===== src/rtl/alu_sched_pkg.sv =====
// Shared types and constants for the two-requester ALU scheduler.
// Holds the FSM state encoding, the default datapath width and the opcode values.
package alu_sched_pkg;

    localparam int unsigned WIDTH_DEF = 3;

    localparam logic OP_ADD = 1'b0;
    localparam logic OP_SUB = 1'b1;

    typedef enum logic [1:0] {
        ST_IDLE = 2'd0,
        ST_EXEC = 2'd1,
        ST_RESP = 2'd2
    } state_t;

endpackage


===== src/rtl/rr_arb2.sv =====
// Two-way round-robin arbiter: one-hot grant that favours the requester
// that was not served last whenever both are requesting.
module rr_arb2 (
    input  logic [1:0] req,
    input  logic       last_grant,
    output logic [1:0] grant
);

    always_comb begin
        grant = 2'b00;
        case (req)
            2'b01:   grant = 2'b01;
            2'b10:   grant = 2'b10;
            2'b11:   grant = last_grant ? 2'b01 : 2'b10;
            default: grant = 2'b00;
        endcase
    end

endmodule


===== src/rtl/alu_scheduler.sv =====
// Shares one external multi-cycle ALU between two requesters, returning each
// result on a single response channel tagged with the owning requester id.
module alu_scheduler
    import alu_sched_pkg::*;
#(
    parameter int unsigned WIDTH   = WIDTH_DEF,
    parameter int unsigned ALU_LAT = 1
) (
    input  logic             clk,
    input  logic             reset,
    input  logic             req0_valid,
    output logic             req0_ready,
    input  logic [WIDTH-1:0] req0_a,
    input  logic [WIDTH-1:0] req0_b,
    input  logic             req0_op,
    input  logic             req1_valid,
    output logic             req1_ready,
    input  logic [WIDTH-1:0] req1_a,
    input  logic [WIDTH-1:0] req1_b,
    input  logic             req1_op,
    output logic             rsp_valid,
    input  logic             rsp_ready,
    output logic             rsp_id,
    output logic [WIDTH-1:0] rsp_data,
    output logic [WIDTH-1:0] alu_a,
    output logic [WIDTH-1:0] alu_b,
    output logic             alu_select,
    output logic             alu_reset_n,
    input  logic [WIDTH-1:0] alu_f,
    output logic             busy
);

    state_t           r_state;
    logic             r_last_grant;
    logic [WIDTH-1:0] r_a;
    logic [WIDTH-1:0] r_b;
    logic             r_op;
    logic             r_id;
    logic [1:0]       r_cnt;
    logic [WIDTH-1:0] r_data;

    logic [1:0]       w_grant;
    logic             w_idle;
    logic             w_exec;
    logic             w_accept;

    rr_arb2 u_arb (
        .req        ({req1_valid, req0_valid}),
        .last_grant (r_last_grant),
        .grant      (w_grant)
    );

    assign w_idle     = (r_state == ST_IDLE);
    assign w_exec     = (r_state == ST_EXEC);
    assign req0_ready = w_idle & w_grant[0];
    assign req1_ready = w_idle & w_grant[1];
    assign w_accept   = (req0_valid & req0_ready) | (req1_valid & req1_ready);

    assign alu_a       = w_exec ? r_a : '0;
    assign alu_b       = w_exec ? r_b : '0;
    assign alu_select  = w_exec ? r_op : 1'b0;
    assign alu_reset_n = w_exec;

    assign rsp_valid = (r_state == ST_RESP);
    assign rsp_id    = r_id;
    assign rsp_data  = r_data;
    assign busy      = ~w_idle;

    always_ff @(posedge clk) begin
        if (reset) begin
            r_state      <= ST_IDLE;
            r_last_grant <= 1'b1;
            r_a          <= '0;
            r_b          <= '0;
            r_op         <= 1'b0;
            r_id         <= 1'b0;
            r_cnt        <= '0;
            r_data       <= '0;
        end else begin
            case (r_state)
                ST_IDLE: begin
                    if (w_accept) begin
                        r_a     <= w_grant[1] ? req1_a  : req0_a;
                        r_b     <= w_grant[1] ? req1_b  : req0_b;
                        r_op    <= w_grant[1] ? req1_op : req0_op;
                        r_id    <= w_grant[1];
                        r_cnt   <= 2'(ALU_LAT);
                        r_state <= ST_EXEC;
                    end
                end
                ST_EXEC: begin
                    // Counter reaches zero on this edge, so alu_f is sampled
                    // at the end of the ALU_LAT-th EXEC cycle.
                    r_cnt <= r_cnt - 2'd1;
                    if (r_cnt == 2'd1) begin
                        r_data  <= alu_f;
                        r_state <= ST_RESP;
                    end
                end
                ST_RESP: begin
                    if (rsp_ready) begin
                        r_last_grant <= r_id;
                        r_state      <= ST_IDLE;
                    end
                end
                default: r_state <= ST_IDLE;
            endcase
        end
    end

endmodule


===== config.mk =====
export PLATFORM = sky130hd
export DESIGN_NAME = alu_scheduler
export DESIGN_NICKNAME = d
export VERILOG_FILES = /design/src/rtl/alu_sched_pkg.sv /design/src/rtl/rr_arb2.sv /design/src/rtl/alu_scheduler.sv
export SDC_FILE = /design/constraint.sdc
export NUM_CORES = 1
export LEC_CHECK = 0
export ABC_CLOCK_PERIOD_IN_PS = 1380
export CORE_AREA = 3 3 43 45
export CTS_BUF_LIST = sky130_fd_sc_hd__clkbuf_8 sky130_fd_sc_hd__clkbuf_16
export DETAILED_ROUTE_END_ITERATION = 10
export DIE_AREA = 0 0 46 48
export DONT_BUFFER_PORTS = 1
export PLACE_DENSITY = 0.69
export SLEW_MARGIN = 20
export SYNTH_ARGS = -nofsm -noshare
export SYNTH_HDL_FRONTEND = slang
export SYNTH_HIERARCHICAL = 1
export SYNTH_SLANG_ARGS = --single-unit

===== constraint.sdc =====
create_clock -name clk -period 1.38 [get_ports clk]
set_clock_uncertainty 0.05 [all_clocks]
set_input_delay 0.138 -clock clk [delete_from_list [all_inputs] [get_ports clk]]
set_output_delay 0.138 -clock clk [all_outputs]
set_load 0.02 [all_outputs]

==> impl_results.md <==
* Ranking of synthesized cells by area: dfxtp_1, a21oi_1, mux2i_1, and2_1, a211oi_1
* Share of the synthesized area in the top cell type at 39.8%
* Area of the multi-input gates at 468 um^2
* Core area at 1510 um^2
* Worst-margin pin slew at 0.636 ns
* # fillers at 135
* Design Power at 1.23 mW
* Routed WL per cell at 15.2 um
* DR DRC count at 0
* First-pass GRT wire length at 2.70 mm
* Final nets at 125
* Chip width at 46 um
* DRT Pass-1 Iters at 4
* Clock tree root driver cell: clkbuf_8
* Synth Register Bits at 16
* CP startpoint kind: flip-flop
* CP endpoint kind: primary output
* Via/cell ratio at 5.79
* CTS tree: built
* Layout cells sized above 1 at 33.7%
* Clock sink count at 16
* Drt initial violations at 12
* Final Hold Fails at 0
* Commonest non-fill, non-tap cell in the layout: dfxtp_1
* Setup WS pre-CTS at 0.00633 ns
* GPL Wtd Cong at 0.648
* Synth-to-layout area growth at 26.9%
* Status: complete, no violations
* Die area at 2210 um^2
* Synth cell types at 23
* Total routed wirelength at 1.78 mm
* Initial antenna violation count at 0
* Warnings from Yosys at 6
* Total track usage at 17.3%
* Most frequent cells in the layout: dfxtp_1, a21oi_1, and2_4, buf_4
* CTS Buf Count at 3
* Slew headroom at 57.4%
* Largest net degree at the start of global routing at 17
* Worst-path clk slew at 0.07 ns
* Cell Count, Final, Fillers Out at 117
* CP max FO at 14
* WHS Path Cells at 1
* Register Area at 325 um^2
* Hold WC Path Type: in2reg
* Post-route cell area at 1020 um^2
* Worst Path Required at 1.19 ns
* Syn Inst Count at 89
* ANT cells at 0
* Grt ovf at 0
* Final Cycle Share at 96.2%
* Post-synth ARST share at 0%
* Setup WS post-layout at 0.0523 ns
* Via count at 678
* Pleak at 0.411 nW
* Register area share after synthesis at 39.8%
* Antenna-violating nets left at 0
* Mapped cell area at 805 um^2
* Post-synth EDFFs at 0
* Final setup viols at 0
* Die height at 48 um
* Clock buffer depth at 2
* Dpl cells at 105
* Top-Level Pins at 38
* Max_cap viols at 0
* Syn Area/Cell at 9.04 um^2
* Dpl hpwl at 1.20 mm
* Post-Syn Nets at 112
* Row cnt at 14
* Vias in the first global route at 660
* Reg2reg path depth at 5
* Data arrival, critical path at 1.14 ns
* Starting density of the core at 53.4%
* Port Buffer Count at 0
* Ys flop type: dfxtp_1
* DP Area at 837 um^2
* Slew Limit Fails at 0
* Area leader, netlist: dfxtp_1
* H-tree depth at 1
* Clock Latency Late Sink at 0.25 ns
* Cell Pwr Density at 1200 nW/um^2
* Critical path class: reg2out
* Fmax at 753 MHz
* Max rail drop VDD at 0.638 mV
* Min Tclk post-route at 1.33 ns
final timing paths:
kind                                   from                         to  slack [ns]
setup reg to reg  r_last_grant$_SDFFE_PP1P_      r_cnt[0]$_SDFFE_PP0P_        0.06
hold / removal                    rsp_ready  r_last_grant$_SDFFE_PP1P_        0.01
setup / recovery    r_state[0]$_SDFFE_PP0P_                   alu_b[1]        0.05
hold reg to reg       r_cnt[1]$_SDFFE_PP0P_      r_cnt[1]$_SDFFE_PP0P_        0.44
layer usage:
layer / routed length, um / track usage [%]
met5: 0 / 0
met3: 171 / 4.14
met4: 38 / 10.2
met2: 766 / 28.8
met1: 806 / 20.1
cell usage after synthesis, drive strengths merged (2+ instances only):
master,instances
nand2,4
clkbuf,2
buf,6
mux2i,7
nand2b,2
inv,3
nand3,4
dfxtp,16
a21oi,14
a21boi,3
nor2b,2
nand3b,2
a211oi,7
and2,10
report_power, final:
| group | internal, mW | switching [mW] | total (mW) |
|---|---|---|---|
| Sequential | 0.501 | 0.0306 | 0.532 |
| Combinational | 0.136 | 0.146 | 0.282 |
| Clock | 0.253 | 0.162 | 0.415 |
logic make-up (layout without fill, tap and decap cells):
family          Yosys count  in the layout  synth area share (%)
mux                       7              7                  8.71
compound gates           29             29                  24.7
fa+ha+maj                 1              1                  1.55
buf+inv                  11             23                  7.62
flops                    16             16                  39.8
simple gates             25             25                  17.6
critical path, cell delays in order, from the launching register on:
cell and delay, ns:
dfxtp_4 0.37, nor2b_1 0.16, buf_6 0.17, and2_4 0.19
through the flow:
| step | util (%) | hold slack, ns | TNS (ns) |
|---|---|---|---|
| global route | 67.8 | 0.0287 | -0.137 |
| CTS | 65.0 | 0.0135 | -0.0116 |
| floorplan | - | 0.236 | -0.0117 |
| detailed placement | 55.6 | 0.163 | 0 |
| global placement | 55.6 | 0.160 | 0 |
| finish | 67.8 | 0.0133 | 0 |
repair_timing:
item,CTS,global route
hold buffers,4,0
setup endpoints to repair,11,19
buffers inserted,4,0
pin swaps,0,1
resized for setup,11,19
gates cloned,0,0
hold endpoints to repair,16,0
flip-flops by register name, indices dropped and copies added, names as in the netlist:
signal and count:
rsp_id 1, rsp_data 3, r_state 2, r_cnt 2
r_last_grant 1, r_b 3, r_a 3, r_op 1
cell type report:
class | instances | area share [%]
Multi-Input combinational cell | 62 | 45.8
Timing Repair Buffer | 16 | 13.8
Sequential cell | 16 | 31.9
Tap cell | 16 | 1.96
Inverter | 3 | 1.10
Clock buffer | 4 | 5.39
Note: power is estimated with default switching activity, not from simulation.
